===== config.mk =====
export PLATFORM = sky130hd
export DESIGN_NAME = pipe_ctrl
export DESIGN_NICKNAME = d
export VERILOG_FILES = /design/src/rtl/pipe_ctrl.sv
export SDC_FILE = /design/constraint.sdc
export NUM_CORES = 1
export LEC_CHECK = 0
export ABC_CLOCK_PERIOD_IN_PS = 1800
export CAP_MARGIN = 10
export CELL_PAD_IN_SITES_DETAIL_PLACEMENT = 0
export CELL_PAD_IN_SITES_GLOBAL_PLACEMENT = 1
export CORE_AREA = 2 2 39 41
export CTS_BUF_LIST = sky130_fd_sc_hd__clkbuf_4 sky130_fd_sc_hd__clkbuf_8
export DETAILED_ROUTE_END_ITERATION = 10
export DIE_AREA = 0 0 41 43
export PLACE_DENSITY_LB_ADDON = 0.1
export SYNTH_ARGS = -nofsm -noshare
export SYNTH_HDL_FRONTEND = slang
export SYNTH_SLANG_ARGS = --single-unit

===== constraint.sdc =====
create_clock -name clk -period 1.8 [get_ports clk]
set_input_delay 0.54 -clock clk [delete_from_list [all_inputs] [get_ports clk]]
set_output_delay 0.54 -clock clk [all_outputs]
set_load 0.05 [all_outputs]

===== src/rtl/pipe_ctrl.sv =====
// Pipeline control sequencer: turns stall/flush/HLT requests into PC, IF/ID and ID/EX controls
// and owns the halt drain. Optional performance counters are enabled by PIPE_CTRL_PERF_EN.
module pipe_ctrl #(
  parameter int DRAIN_DEPTH = 3,
  parameter int CNT_W       = 16
) (
  input  logic clk,
  input  logic rst_n,
  input  logic stall_req,
  input  logic flush_req,
  input  logic hlt_dec,
  output logic pc_wen,
  output logic if_id_wen,
  output logic if_id_flush,
  output logic id_ex_flush,
  output logic drain_busy,
  output logic halted
`ifdef PIPE_CTRL_PERF_EN
  ,
  output logic [CNT_W-1:0] stall_cycles,
  output logic [CNT_W-1:0] flush_count
`endif
);

  typedef enum logic [1:0] {
    RUN   = 2'd0,
    DRAIN = 2'd1,
    HALT  = 2'd2
  } st_t;

  localparam logic [3:0] DRAIN_LOAD = 4'(DRAIN_DEPTH);

  st_t        st_reg;
  logic [3:0] drain_cnt_reg;

  // drain_cnt counts remaining retire edges; reaching 1 means the next edge halts.
  always_ff @(posedge clk or negedge rst_n) begin
    if (!rst_n) begin
      st_reg        <= RUN;
      drain_cnt_reg <= '0;
    end else begin
      case (st_reg)
        RUN: begin
          if (!flush_req && hlt_dec) begin
            st_reg        <= DRAIN;
            drain_cnt_reg <= DRAIN_LOAD;
          end
        end
        DRAIN: begin
          if (flush_req) begin
            st_reg        <= RUN;
            drain_cnt_reg <= '0;
          end else if (drain_cnt_reg == 4'd1) begin
            st_reg        <= HALT;
            drain_cnt_reg <= '0;
          end else begin
            drain_cnt_reg <= drain_cnt_reg - 4'd1;
          end
        end
        HALT: begin
          st_reg <= HALT;
        end
        default: begin
          st_reg        <= RUN;
          drain_cnt_reg <= '0;
        end
      endcase
    end
  end

  always_comb begin
    pc_wen      = 1'b0;
    if_id_wen   = 1'b0;
    if_id_flush = 1'b0;
    id_ex_flush = 1'b0;
    drain_busy  = 1'b0;
    halted      = 1'b0;
    if (rst_n) begin
      case (st_reg)
        RUN: begin
          if (flush_req) begin
            pc_wen      = 1'b1;
            if_id_wen   = 1'b1;
            if_id_flush = 1'b1;
            id_ex_flush = 1'b1;
          end else if (hlt_dec || stall_req) begin
            id_ex_flush = 1'b1;
          end else begin
            pc_wen    = 1'b1;
            if_id_wen = 1'b1;
          end
        end
        DRAIN: begin
          drain_busy  = 1'b1;
          id_ex_flush = 1'b1;
          // A resolved branch cancels the drain: the HLT was on the wrong path.
          if (flush_req) begin
            pc_wen      = 1'b1;
            if_id_wen   = 1'b1;
            if_id_flush = 1'b1;
          end
        end
        HALT: begin
          halted      = 1'b1;
          id_ex_flush = 1'b1;
        end
        default: begin
          id_ex_flush = 1'b1;
        end
      endcase
    end
  end

`ifdef PIPE_CTRL_PERF_EN
  logic [1:0] perf_inc;

  assign perf_inc[0] = (st_reg == RUN) && stall_req && !flush_req && !hlt_dec;
  assign perf_inc[1] = ((st_reg == RUN) || (st_reg == DRAIN)) && flush_req;

  genvar gi;
  generate
    for (gi = 0; gi < 2; gi++) begin : g_perf
      logic [CNT_W-1:0] cnt_reg;
      // Saturating; HALT never raises perf_inc so the counters freeze there.
      always_ff @(posedge clk or negedge rst_n) begin
        if (!rst_n) begin
          cnt_reg <= '0;
        end else if (perf_inc[gi] && (cnt_reg != {CNT_W{1'b1}})) begin
          cnt_reg <= cnt_reg + CNT_W'(1);
        end
      end
    end
  endgenerate

  assign stall_cycles = g_perf[0].cnt_reg;
  assign flush_count  = g_perf[1].cnt_reg;
`else
  // CNT_W only sizes the counters; keep it referenced when they are compiled out.
  logic [31:0] unused_cnt_w;
  assign unused_cnt_w = 32'(CNT_W);
`endif

endmodule


[Yosys cells after proc, flatten, opt, wreduce, memory -nomap -nowiden]
Index checks and enable logic that the tools add are counted.
W data, S select, Z words.
Word-level totals
  bits in registers: 6
  bits of input ports: 5
  output and inout port bits: 6
  logic and storage cells: 39
Cells by class
  $add $sub $neg: 1
  equal/unequal tests: 5
  muxes and demuxes: 23
  bitwise gates (word level): 1
  reduce and logical (&&, ||, !) cells: 7
Operators with widths (count)
  $mux W1: 14
  $mux W4: 3
  $pmux W4 S3: 1
  $mux W2: 3
  $pmux W2 S3: 1
  $eq A4 B1 Y1 const B: 1
  $reduce_and A2 Y1: 2
  $sub A4 B1 Y4 const B: 1
  $ne A3 B3 Y1 const B: 1
  $eq A2 B1 Y1 const B: 1
  $eq A2 B2 Y1 const B: 1
  $logic_not A2 Y1: 1
  $ne A2 B2 Y1 const B: 1
  $pmux W1 S2: 1
  $reduce_or A2 Y1: 1
  $logic_and A1 B1 Y1: 1
  $logic_not A1 Y1: 1
  $logic_or A1 B1 Y1: 1
  $not A1 Y1: 1

[Logic depth before layout (Yosys ltp)]
Gate-level depths: netlist of the first run.
  word-level depth: 5
  depth in mapped cells: 6
  depth with buffers taken out: 5

[Worst setup path after synthesis of the first run]
OpenSTA, ideal clock, no wires.
  kind: input to output
  start point: input hlt_dec
  end point: output pc_wen
  data arrival time: 2373 ps
  required time: 1260 ps
  setup slack: -1113 ps
  cell stages on the path: 4
  buffers on the path: 1
  cell sequence: nor3_1 nor2_1 nor3b_1 buf_4
Between the ends
  cells in the longest elaborated chain, start to end: 5
Ends and longest elaborated chain
  start: declaration: RTL line 11  | input logic hlt_dec,
  $logic_or A1 B1 Y1: RTL line 86  | end else if (hlt_dec || stall_req) begin
  $mux W1 (2 in series)
  $pmux W1 S2
  $mux W1
  end: declaration: RTL line 12  | output logic pc_wen,
No other way between the ends.

[Final worst setup path of the first run]
  start point: input stall_req
  end point: output if_id_wen
Between the ends
  cells in the longest elaborated chain, start to end: 5
Ends and longest elaborated chain
  start: declaration: RTL line 9  | input logic stall_req,
  $logic_or A1 B1 Y1: RTL line 86
  $mux W1: RTL line 86
  $mux W1: RTL line 81  | if (flush_req) begin
  $pmux W1 S2: RTL line 79  | case (st_reg)
  $mux W1: RTL line 78  | if (rst_n) begin
  end: declaration: RTL line 13  | output logic if_id_wen,
No other way between the ends.

==> results of run 1 <==
[final timing paths]
kind,startpoint,end,slack (ps),cells after the start
worst max-delay path,stall_req,if_id_wen,-90,5
worst min-delay path,rst_n,st_reg[1],370,2
worst max register to register,drain_cnt_reg[1],drain_cnt_reg[2],370,5
worst min register to register,drain_cnt_reg[3],drain_cnt_reg[3],490,1
max in group asynchronous,rst_n,st_reg[1],1320,2
min in group clk,drain_cnt_reg[3],drain_cnt_reg[3],490,1
[worst max-delay path, cell delays in order]
cell and delay [ps]:
sky130_fd_sc_hd__buf_6 90, sky130_fd_sc_hd__nor3_4 190, sky130_fd_sc_hd__nor2_2 70, sky130_fd_sc_hd__nor3b_4 280, sky130_fd_sc_hd__buf_12 180
[Yosys cell counts, drive strengths merged]
library cell	instances
a21boi	1
o21ai	2
nand3	2
a21oi	4
nor3b	3
a31oi	4
nand4b	1
and3	1
nor3	2
buf	3
o22ai	1
a21o	1
nor2	5
nand2	1
and3b	1
inv	3
dfrtp	6
ha	2
or3b	1
[metrics by stage]
step	total power (W)	util [%]	std cells	worst slack [ps]	area [um^2]
3_5_place_dp	0.000711	45.5	73	-519	629
5_1_grt	0.000938	49.4	78	-139	683
4_1_cts	0.000865	48.8	77	-102	676
2_1_floorplan	0.000558	-	44	-343	428
3_3_place_gp	0.000697	45.5	73	-498	629
6_report	0.000877	49.4	78	-89.2	683
[placed cells by master, fill, tap and decap left out]
cell type / netlist / layout
sky130_fd_sc_hd__dfrtp_2: 0 / 1
sky130_fd_sc_hd__nor2_1: 4 / 3
sky130_fd_sc_hd__ha_1: 2 / 2
sky130_fd_sc_hd__nand2_1: 1 / 1
sky130_fd_sc_hd__a21o_1: 1 / 1
sky130_fd_sc_hd__a21oi_1: 4 / 4
sky130_fd_sc_hd__nor3_4: 0 / 1
sky130_fd_sc_hd__nand3_1: 2 / 2
sky130_fd_sc_hd__o21ai_1: 2 / 2
sky130_fd_sc_hd__inv_1: 3 / 2
sky130_fd_sc_hd__o22ai_1: 1 / 1
sky130_fd_sc_hd__a21boi_1: 0 / 1
sky130_fd_sc_hd__buf_12: 0 / 6
sky130_fd_sc_hd__a31oi_1: 4 / 4
sky130_fd_sc_hd__and3_4: 0 / 1
sky130_fd_sc_hd__nor2_2: 1 / 2
sky130_fd_sc_hd__and3b_2: 0 / 1
sky130_fd_sc_hd__inv_2: 0 / 1
sky130_fd_sc_hd__nor3_1: 2 / 1
sky130_fd_sc_hd__dfrtp_1: 6 / 5
sky130_fd_sc_hd__nand4b_1: 1 / 1
sky130_fd_sc_hd__or3b_1: 1 / 1
sky130_fd_sc_hd__buf_6: 1 / 3
sky130_fd_sc_hd__buf_4: 1 / 7
sky130_fd_sc_hd__nor3b_4: 1 / 3
sky130_fd_sc_hd__clkbuf_4: 0 / 3
sky130_fd_sc_hd__clkdlybuf4s15_2: 0 / 1
sky130_fd_sc_hd__buf_2: 1 / 1
[cell families after synthesis]
group / synth area share (%)
simple gates: 28.0
compound gates: 19.2
fa+ha+maj: 6.29
flops: 37.7
buf+inv: 8.80
[final cells by class]
type	instances	share of cell area, %
Tap cell	16	2.93
Sequential cell	6	22.2
Inverter	3	1.65
Clock buffer	3	3.30
Timing Repair Buffer	18	32.6
Multi-Input combinational cell	32	37.4
[power groups by stage]
stage                     Clock [W]  Sequential [W]  Combinational, W
after floorplan                   0        0.000242          0.000316
after global placement            0        0.000258          0.000439
after detailed placement          0        0.000263          0.000448
after CTS                  0.000130        0.000266          0.000469
after global routing       0.000137        0.000266          0.000535
final                      0.000125        0.000261          0.000491
[timing repair]
action / 4_1_cts / 5_1_grt
buffers inserted: 1 / 1
pin swaps: 4 / 0
cloned: 0 / 0
resized for setup: 21 / 3
endpoints found under the setup margin: 6 / 5
endpoints found under the hold margin: 0 / 0
[metal layers]
metal | track usage (%) | part of all wire [%] | up-vias
met4 | 0 | 0 | 0
li1 | - | - | 194
met2 | 21.3 | 55 | 9
met5 | 0 | 0 | -
met3 | 7.85 | 5.3 | 0
met1 | 16.1 | 40 | 184
==> impl_summary.log, run 1 <==
[metrics] quantity of hold-fixing buffers added after cts: 0
[metrics] H-tree levels: 1
[metrics] number of diodes: 0
[metrics] vias post-DR: 387
[metrics] final worst-path setup slack: -89.2 ps
[metrics] largest net degree at the start of global routing: 9
[metrics] worst-case vdd ir drop: 0.718 mV
[metrics] max cap viols: 0
[metrics] Clock Power Share: 14.2%
[metrics] overall die width: 41 um
[metrics] critical path peak fanout: 2
[metrics] failing checks: negative setup slack
[metrics] row count: 14
[metrics] Final TNS setup: -178 ps
[metrics] number of buffers created by CTS: 3
[metrics] via/cell ratio: 4.96
[metrics] initial antenna violation count: 0
[metrics] worst-margin pin slew: 272 ps
[metrics] residual DRC count: 0
[metrics] setup repair after global routing missed its margin: true
[metrics] Yosys warning count: 0
[metrics] core box area: 1380 um^2
[metrics] wire length of the first global-routing pass: 1590 um
[metrics] layout cells sized above 1: 50.0%
[metrics] sequential cell area fraction in the yosys report: 37.7%
[metrics] GRT Residual Overflow: 0
[metrics] total detailed-routing wirelength: 936 um
[metrics] Worst EP required: 1260 ps
[metrics] worst hold path type: primary input to asynchronous set/reset pin
[metrics] final number of setup-violating endpoints: 2
[metrics] Clock Sinks: 6
[metrics] Sequential Power Share: 29.8%
[metrics] signal arrival time at the worst endpoint: 1350 ps
[metrics] first-iteration detailed-routing DRC count: 6
[metrics] switching power share of the total: 42.3%
[metrics] Cells after Synth: 44
[metrics] endpoints failing hold: 0
[metrics] status: complete, but fails checks
[metrics] Final #Nets: 71
[metrics] cell type contributing the most total cell area after synthesis: sky130_fd_sc_hd__dfrtp_1
[metrics] Setup Skew: 5.01 ps
[metrics] part of the total power dissipated in combinational logic: 56.0%
[metrics] slew margin rel.: 81.8%
[metrics] final routed wire length divided by cell count: 12.0 um
[metrics] Internal: 0.000506 W
[metrics] number of filler cells placed in the layout: 132
[metrics] category of the most critical setup path: primary input to primary output
[metrics] top cell type's share of synthesized area: 37.7%
[metrics] number of buffers between clock root and the deepest sink: 2
[metrics] maximum clock frequency: 529 MHz
[metrics] number of placed I/O pins: 11
[metrics] power density normalized to cell area: 1280 nW/um^2
[metrics] area used by multi-input combinational logic: 255 um^2
[metrics] max FFs per register: 4
[metrics] kind of end point of the critical path: primary output
[metrics] floorplan die area: 1760 um^2
[metrics] clock input transition at the sequential cells of the worst setup and hold paths: 50 ps
[metrics] leakage power of the design: 0.302 nW
[metrics] net switching power: 0.000371 W
[metrics] number of port buffers: 10
[metrics] number of global-route vias before repair: 365
[metrics] final critical-path share of the clock period: 105%
[metrics] number of library cell types mapped by synthesis: 23
[metrics] final critical path time including I/O delays and setup: 1890 ps
[metrics] clock latency reported for the late side of the worst-skew pair: 250 ps
[metrics] Reg area: 151 um^2
[metrics] DRT antenna net count: 0
[metrics] total iterations of the first detailed-routing run: 3
[metrics] netlist area before placement: 398 um^2
[metrics] worst hold margin: 373 ps
[metrics] synthesis-stage register bit count: 6
[metrics] Starting Density: 28.8%
[metrics] root buffer selected by CTS: sky130_fd_sc_hd__clkbuf_4
[metrics] post-synthesis area per instance: 9.04 um^2
[metrics] TritonCTS clock tree: yes
[metrics] launching element type of the critical path: primary input
[metrics] vertical die dimension: 43 um
[metrics] ranking of synthesized cells by area: sky130_fd_sc_hd__dfrtp_1 38%, sky130_fd_sc_hd__a31oi_1 6.3%, sky130_fd_sc_hd__ha_1 6.3%, sky130_fd_sc_hd__a21oi_1 5.0%, sky130_fd_sc_hd__nor3b_4 4.7%
[metrics] total nets after synthesis: 51
[metrics] detailed-placement wirelength estimate: 727 um
[metrics] area delta synth->final: 71.7%
[metrics] total global routing track utilization: 13.3%
[metrics] final slew viol count: 0
[metrics] routability congestion estimate: 0.688
(Power assumes the default switching activity.)
==> run 2, diff against run 1 <==
--- a/config.mk
+++ b/config.mk
@@ -9,10 +9,11 @@
 export CAP_MARGIN = 10
 export CELL_PAD_IN_SITES_DETAIL_PLACEMENT = 0
 export CELL_PAD_IN_SITES_GLOBAL_PLACEMENT = 1
-export CORE_AREA = 2 2 39 41
+export CORE_AREA = 8 8 45 47
 export CTS_BUF_LIST = sky130_fd_sc_hd__clkbuf_4 sky130_fd_sc_hd__clkbuf_8
 export DETAILED_ROUTE_END_ITERATION = 10
-export DIE_AREA = 0 0 41 43
+export DIE_AREA = 0 0 53 55
+export GPL_TIMING_DRIVEN = 0
 export PLACE_DENSITY_LB_ADDON = 0.1
 export SYNTH_ARGS = -nofsm -noshare
 export SYNTH_HDL_FRONTEND = slang
==> run 2 against run 1 <==
Against the previous run: the flow still finishes with violations (negative setup slack); sequential power grew 4%; fmax shrank 0.52%; cell count shrank 3.8%; utilization shrank 6.7 points; die area grew 65%; clock-buffer cell count is the same; power shrank 6.2%; cell area shrank 14%; via count shrank 3.1%; critical path type unchanged; critical endpoint is now pc_wen; highest routed layer unchanged.
==> impl_summary.log, run 2 (synthesis gave the netlist of run 1 again) <==
[metrics] Final #Nets: 68 (-4.2%)
[metrics] number of diodes: 0 (unchanged)
[metrics] overall die width: 53 um (+29%)
[metrics] Setup Skew: 4.94 ps (-0.0605 ps)
[metrics] failing checks: negative setup slack
[metrics] kind of end point of the critical path: primary output
[metrics] total global routing track utilization: 7.36% (-6.0 points)
[metrics] final critical-path share of the clock period: 105% (+0.54 points)
[metrics] final slew viol count: 0 (unchanged)
[metrics] detailed-placement wirelength estimate: 735 um (+1.1%)
[metrics] worst-margin pin slew: 284 ps (+11.7 ps)
[metrics] number of buffers created by CTS: 3 (unchanged)
[metrics] setup repair after global routing missed its margin: true
[metrics] residual DRC count: 0 (unchanged)
[metrics] via/cell ratio: 5.00 (+0.78%)
[metrics] final routed wire length divided by cell count: 13.2 um (+9.8%)
[metrics] leakage power of the design: 0.268 nW (-11%)
[metrics] number of port buffers: 10 (unchanged)
[metrics] Clock Sinks: 6 (unchanged)
[metrics] H-tree levels: 1 (unchanged)
[metrics] DRT antenna net count: 0 (unchanged)
[metrics] maximum clock frequency: 527 MHz (-0.52%)
[metrics] worst-case vdd ir drop: 0.641 mV (-11%)
[metrics] number of buffers between clock root and the deepest sink: 2 (unchanged)
[metrics] launching element type of the critical path: primary input
[metrics] signal arrival time at the worst endpoint: 1360 ps (about the same)
[metrics] clock latency reported for the late side of the worst-skew pair: 240 ps (about the same)
[metrics] number of placed I/O pins: 11 (unchanged)
[metrics] cell at the slowest stage of the critical path: sky130_fd_sc_hd__nor3_4
[metrics] GRT Residual Overflow: 0 (unchanged)
[metrics] total iterations of the first detailed-routing run: 4 (+1)
[metrics] category of the most critical setup path: primary input to primary output
[metrics] final critical path time including I/O delays and setup: 1900 ps (+9.80 ps)
[metrics] floorplan die area: 2920 um^2 (+65%)
[metrics] first-iteration detailed-routing DRC count: 9 (+3)
[metrics] vias post-DR: 375 (-3.1%)
[metrics] max FFs per register: 4 (unchanged)
[metrics] root buffer selected by CTS: sky130_fd_sc_hd__clkbuf_4
[metrics] power density normalized to cell area: 1390 nW/um^2 (+8.5%)
[metrics] Worst EP required: 1260 ps (about the same)
[metrics] non-filler cells, final: 75 (-3.8%)
[metrics] buffer and inverter count on the worst path: 3 (+1)
[metrics] max cap viols: 0 (unchanged)
[metrics] layout cells sized above 1: 44.1% (-5.9 points)
[metrics] core box area: 1380 um^2 (unchanged)
[metrics] final worst-path setup slack: -99.0 ps (-9.80 ps)
[metrics] number of global-route vias before repair: 384 (+5.2%)
[metrics] wire length of the first global-routing pass: 1620 um (+2.1%)
[metrics] clock input transition at the sequential cells of the worst setup and hold paths: 50 ps (about the same)
[metrics] largest net degree at the start of global routing: 12 (+3)
[metrics] pre-CTS setup slack: -1260 ps (-745 ps)
[metrics] row count: 14 (unchanged)
[metrics] final number of setup-violating endpoints: 2 (unchanged)
[metrics] vertical die dimension: 55 um (+28%)
[metrics] initial antenna violation count: 0 (unchanged)
[metrics] quantity of hold-fixing buffers added after cts: 0 (unchanged)
[metrics] Starting Density: 28.8% (unchanged)
[metrics] critical path peak fanout: 2 (unchanged)
[metrics] CP peak stage delay: 190 ps (-90 ps)
[metrics] area delta synth->final: 48.4%
[metrics] number of cells after detailed placement: 70 (-4.1%)
[metrics] endpoints failing hold: 0 (unchanged)
[metrics] total detailed-routing wirelength: 988 um (+5.6%)
[metrics] slew margin rel.: 81.0% (-0.78 points)
[metrics] worst hold path type: primary input to asynchronous set/reset pin
[metrics] CP top delay family: simple AND/OR/NAND/NOR gates
[metrics] worst path cell trace: buf_6 > nor3_4 > nor2_2 > nor3b_4 > buf_4 > buf_8
[metrics] TritonCTS clock tree: yes
[metrics] most frequent cells in the layout: 6 x sky130_fd_sc_hd__buf_4, 6 x sky130_fd_sc_hd__clkbuf_4, 4 x sky130_fd_sc_hd__a31oi_1, 4 x sky130_fd_sc_hd__a21oi_1, 4 x sky130_fd_sc_hd__dfrtp_1
[metrics] status: complete, but fails checks
[metrics] routability congestion estimate: 0.778 (+13%)
run 2: layout make-up:
type	instances	area, um^2
inverter	3	11.3
timing repair buffer	13	118
multi-input combinational	32	248
clock buffer	3	22.5
fill	140	793
tap	16	20.0
buffer	2	18.8
sequential	6	153
run 2: timing repair:
item / in CTS / in global routing
pin swaps: 3 / 1
setup buffers: 2 / 1
resized for setup: 58 / 3
setup endpoints to repair: 6 / 6
run 2: final timing paths:
| path | depth (start not counted) | startpoint | endpoint | slack, ps |
|---|---|---|---|---|
| max reg2reg | 6 | drain_cnt_reg[1] | drain_cnt_reg[2] | 370 |
| max in group asynchronous | 1 | rst_n | st_reg[0] | 1460 |
| min | 1 | rst_n | st_reg[1] | 140 |
| max | 6 | stall_req | pc_wen | -100 |
| min reg2reg | 1 | drain_cnt_reg[3] | drain_cnt_reg[3] | 480 |
| min in group clk | 1 | drain_cnt_reg[3] | drain_cnt_reg[3] | 480 |
run 2: where the power goes:
part / total [W] / leakage, nW / internal (W) / switching, W
Sequential: 0.000271 / 0.0732 / 0.000193 / 0.0000777
Clock: 0.000123 / 0.0138 / 0.0000753 / 0.0000472
Combinational: 0.000429 / 0.181 / 0.000193 / 0.000237
run 2: metrics by stage:
stage                     hold WS (ps)  total power [W]  area, um^2  util (%)  TNS, ps
after global placement             463         0.000656         548      39.6    -6470
after CTS                          140         0.000816         576      41.6     -188
final                              138         0.000822         591      42.7     -149
after floorplan                    244         0.000558         428         -     -502
after detailed placement           478         0.000675         548      39.6    -6670
after global routing               140         0.000888         591      42.7     -264
run 2: per-layer routing:
metal  GRT usage (%)  vias up  wire length [um]
li1                -      192                 -
met1            7.70      174               406
met4               0        0                 0
met2            13.3        9               507
met3            4.28        0                74
met5               0        -                 0
==> run 3, diff against run 2 <==
--- a/config.mk
+++ b/config.mk
@@ -13,8 +13,10 @@
 export CTS_BUF_LIST = sky130_fd_sc_hd__clkbuf_4 sky130_fd_sc_hd__clkbuf_8
 export DETAILED_ROUTE_END_ITERATION = 10
 export DIE_AREA = 0 0 53 55
+export DONT_BUFFER_PORTS = 1
 export GPL_TIMING_DRIVEN = 0
 export PLACE_DENSITY_LB_ADDON = 0.1
+export SLEW_MARGIN = 30
 export SYNTH_ARGS = -nofsm -noshare
 export SYNTH_HDL_FRONTEND = slang
 export SYNTH_SLANG_ARGS = --single-unit
==> run 3 against run 2 <==
Against the previous run: the run still ends with negative setup slack left; sequential cell count unchanged; worst setup slack lost 320 ps; critical path depth down 2; register-to-register slack worse by 30 ps; combinational power up 9.1%; global-route usage rose by 0.43 points.
==> impl_summary.log, run 3 (synthesis gave the netlist of run 1 again) <==
[metrics] row count: 14 (unchanged)
[metrics] status: complete, but fails checks
[metrics] number of buffers created by CTS: 3 (unchanged)
[metrics] first-iteration detailed-routing DRC count: 7 (-2)
[metrics] max cap viols: 0 (unchanged)
[metrics] number of buffers between clock root and the deepest sink: 2 (unchanged)
[metrics] largest net degree at the start of global routing: 9 (-3)
[metrics] Final TNS setup: -837 ps (-688 ps)
[metrics] signal arrival time at the worst endpoint: 1680 ps (+320 ps)
[metrics] number of port buffers: 0 (-10)
[metrics] vertical die dimension: 55 um (unchanged)
[metrics] final worst-path setup slack: -421 ps (-322 ps)
[metrics] Hold Crit Depth: 2
[metrics] Clock Sinks: 6 (unchanged)
[metrics] via/cell ratio: 5.34 (+6.9%)
[metrics] final routed wire length divided by cell count: 15.1 um (+15%)
[metrics] worst-case vdd ir drop: 0.487 mV (-24%)
[metrics] setup repair after global routing missed its margin: true
[metrics] clock input transition at the sequential cells of the worst setup and hold paths: 50 ps (about the same)
[metrics] launching element type of the critical path: register
[metrics] TritonCTS clock tree: yes
[metrics] core box area: 1380 um^2 (unchanged)
[metrics] slew margin rel.: 56.9% (-24 points)
[metrics] layout cells sized above 1: 44.4% (+0.38 points)
[metrics] final critical path time including I/O delays and setup: 2220 ps (+322 ps)
[metrics] Final Cell Area: 563 um^2 (-4.7%)
[metrics] worst hold margin: 460 ps (+322 ps)
[metrics] Setup Skew: 0.0654 ps (-4.88 ps)
[metrics] Worst EP required: 1260 ps (about the same)
[metrics] final number of setup-violating endpoints: 5 (+3)
[metrics] worst-margin pin slew: 646 ps (+362 ps)
[metrics] routability congestion estimate: 0.794 (+2.0%)
[metrics] floorplan die area: 2920 um^2 (unchanged)
[metrics] detailed-placement wirelength estimate: 732 um (-0.35%)
[metrics] kind of end point of the critical path: primary output
[metrics] total iterations of the first detailed-routing run: 4 (unchanged)
[metrics] final slew viol count: 0 (unchanged)
[metrics] number of cells on the worst reg-to-reg path: 6 (unchanged)
[metrics] placed cell area: 448 um^2 (-18%)
[metrics] number of placed I/O pins: 11 (unchanged)
[metrics] initial antenna violation count: 0 (unchanged)
[metrics] maximum clock frequency: 450 MHz (-14%)
[metrics] GRT Residual Overflow: 0 (unchanged)
[metrics] total global routing track utilization: 7.79% (+0.43 points)
[metrics] most frequent cells in the layout: 7 x sky130_fd_sc_hd__buf_4, 4 x sky130_fd_sc_hd__a31oi_1, 4 x sky130_fd_sc_hd__a21oi_1, 4 x sky130_fd_sc_hd__dfrtp_1
[metrics] total detailed-routing wirelength: 1060 um (+7.1%)
[metrics] pre-CTS setup slack: -430 ps (+834 ps)
[metrics] max FFs per register: 4 (unchanged)
[metrics] power density normalized to cell area: 1510 nW/um^2 (+8.2%)
[metrics] overall die width: 53 um (unchanged)
[metrics] worst hold path type: primary input to register
[metrics] root buffer selected by CTS: sky130_fd_sc_hd__clkbuf_4
[metrics] number of diodes: 0 (unchanged)
[metrics] most common library cell in the layout ignoring fill and taps: sky130_fd_sc_hd__buf_4
[metrics] number of cells after detailed placement: 60 (-14%)
[metrics] Final #Nets: 63 (-7.4%)
[metrics] category of the most critical setup path: register to primary output
[metrics] wire length of the first global-routing pass: 1660 um (+2.5%)
[metrics] H-tree levels: 1 (unchanged)
[metrics] area delta synth->final: 41.5%
[metrics] residual DRC count: 0 (unchanged)
[metrics] non-filler cells, final: 70 (-6.7%)
[metrics] Starting Density: 28.8% (unchanged)
[metrics] leakage power of the design: 0.245 nW (-8.4%)
[metrics] vias post-DR: 374 (-0.27%)
[metrics] clock latency reported for the late side of the worst-skew pair: 240 ps (about the same)
[metrics] DRT antenna net count: 0 (unchanged)
[metrics] critical path peak fanout: 2 (unchanged)
[metrics] endpoints failing hold: 0 (unchanged)
[metrics] final critical-path share of the clock period: 123% (+18 points)
[metrics] failing checks: negative setup slack
[metrics] number of global-route vias before repair: 323 (-16%)
run 3: cell types whose count changed in the layout (fill, tap and decap cells not counted), sizes merged:
cell,change
buf,-2
dlygate4sd3,+1
clkbuf,-3
clkdlybuf4s15,-1
run 3: path summary, 6_finish.rpt:
path / start / slack (ps) / to
setup / recovery: st_reg[0] / -420 / pc_wen
hold / removal: hlt_dec / 460 / st_reg[0]
hold reg to reg: drain_cnt_reg[3] / 480 / drain_cnt_reg[3]
min in group asynchronous: rst_n / 630 / drain_cnt_reg[2]
max in group asynchronous: rst_n / 900 / st_reg[0]
setup reg to reg: drain_cnt_reg[1] / 340 / drain_cnt_reg[2]
run 3: worst max-delay path, stage by stage, from the launching register on:
cell,delay [ps]
sky130_fd_sc_hd__dfrtp_2,410
sky130_fd_sc_hd__nor3_4,140
sky130_fd_sc_hd__nor2_2,70
sky130_fd_sc_hd__nor3b_4,550
sky130_fd_sc_hd__buf_6,250
run 3: layout make-up:
class,instances,area [um^2]
Inverter,3,11.3
Tap cell,16,20.0
Fill cell,146,821
Sequential cell,6,153
Clock buffer,3,22.5
Timing Repair Buffer,8,62.6
Buffer,2,22.5
Multi-Input combinational cell,32,272
run 3: metrics by stage:
stage / total power [W] / utilization (%)
2_1_floorplan: 0.000558 / -
3_3_place_gp: 0.000611 / 32.4
3_5_place_dp: 0.000620 / 32.4
4_1_cts: 0.000778 / 36.9
5_1_grt: 0.000909 / 40.7
6_report: 0.000848 / 40.7
run 3: routing by layer:
layer	wire, um	global-route usage, %
met5	0	0
met4	0	2.59
met1	450	8.91
met3	77	3.74
met2	531	12.5
run 3: where the power goes:
group	total (W)	leakage (nW)	internal [W]	switching [W]
clock	0.000128	0.0138	0.0000757	0.0000522
sequential	0.000252	0.0732	0.000193	0.0000592
combinational	0.000468	0.158	0.000204	0.000264
run 3: repair_timing:
item | CTS | global route
endpoints found under the setup margin | 6 | 5
buffers inserted | 2 | 5
gates resized for setup | 7 | 4
hold endpoints to repair | 6 | 0
hold buffers | 1 | 0
pin swaps | 4 | 3
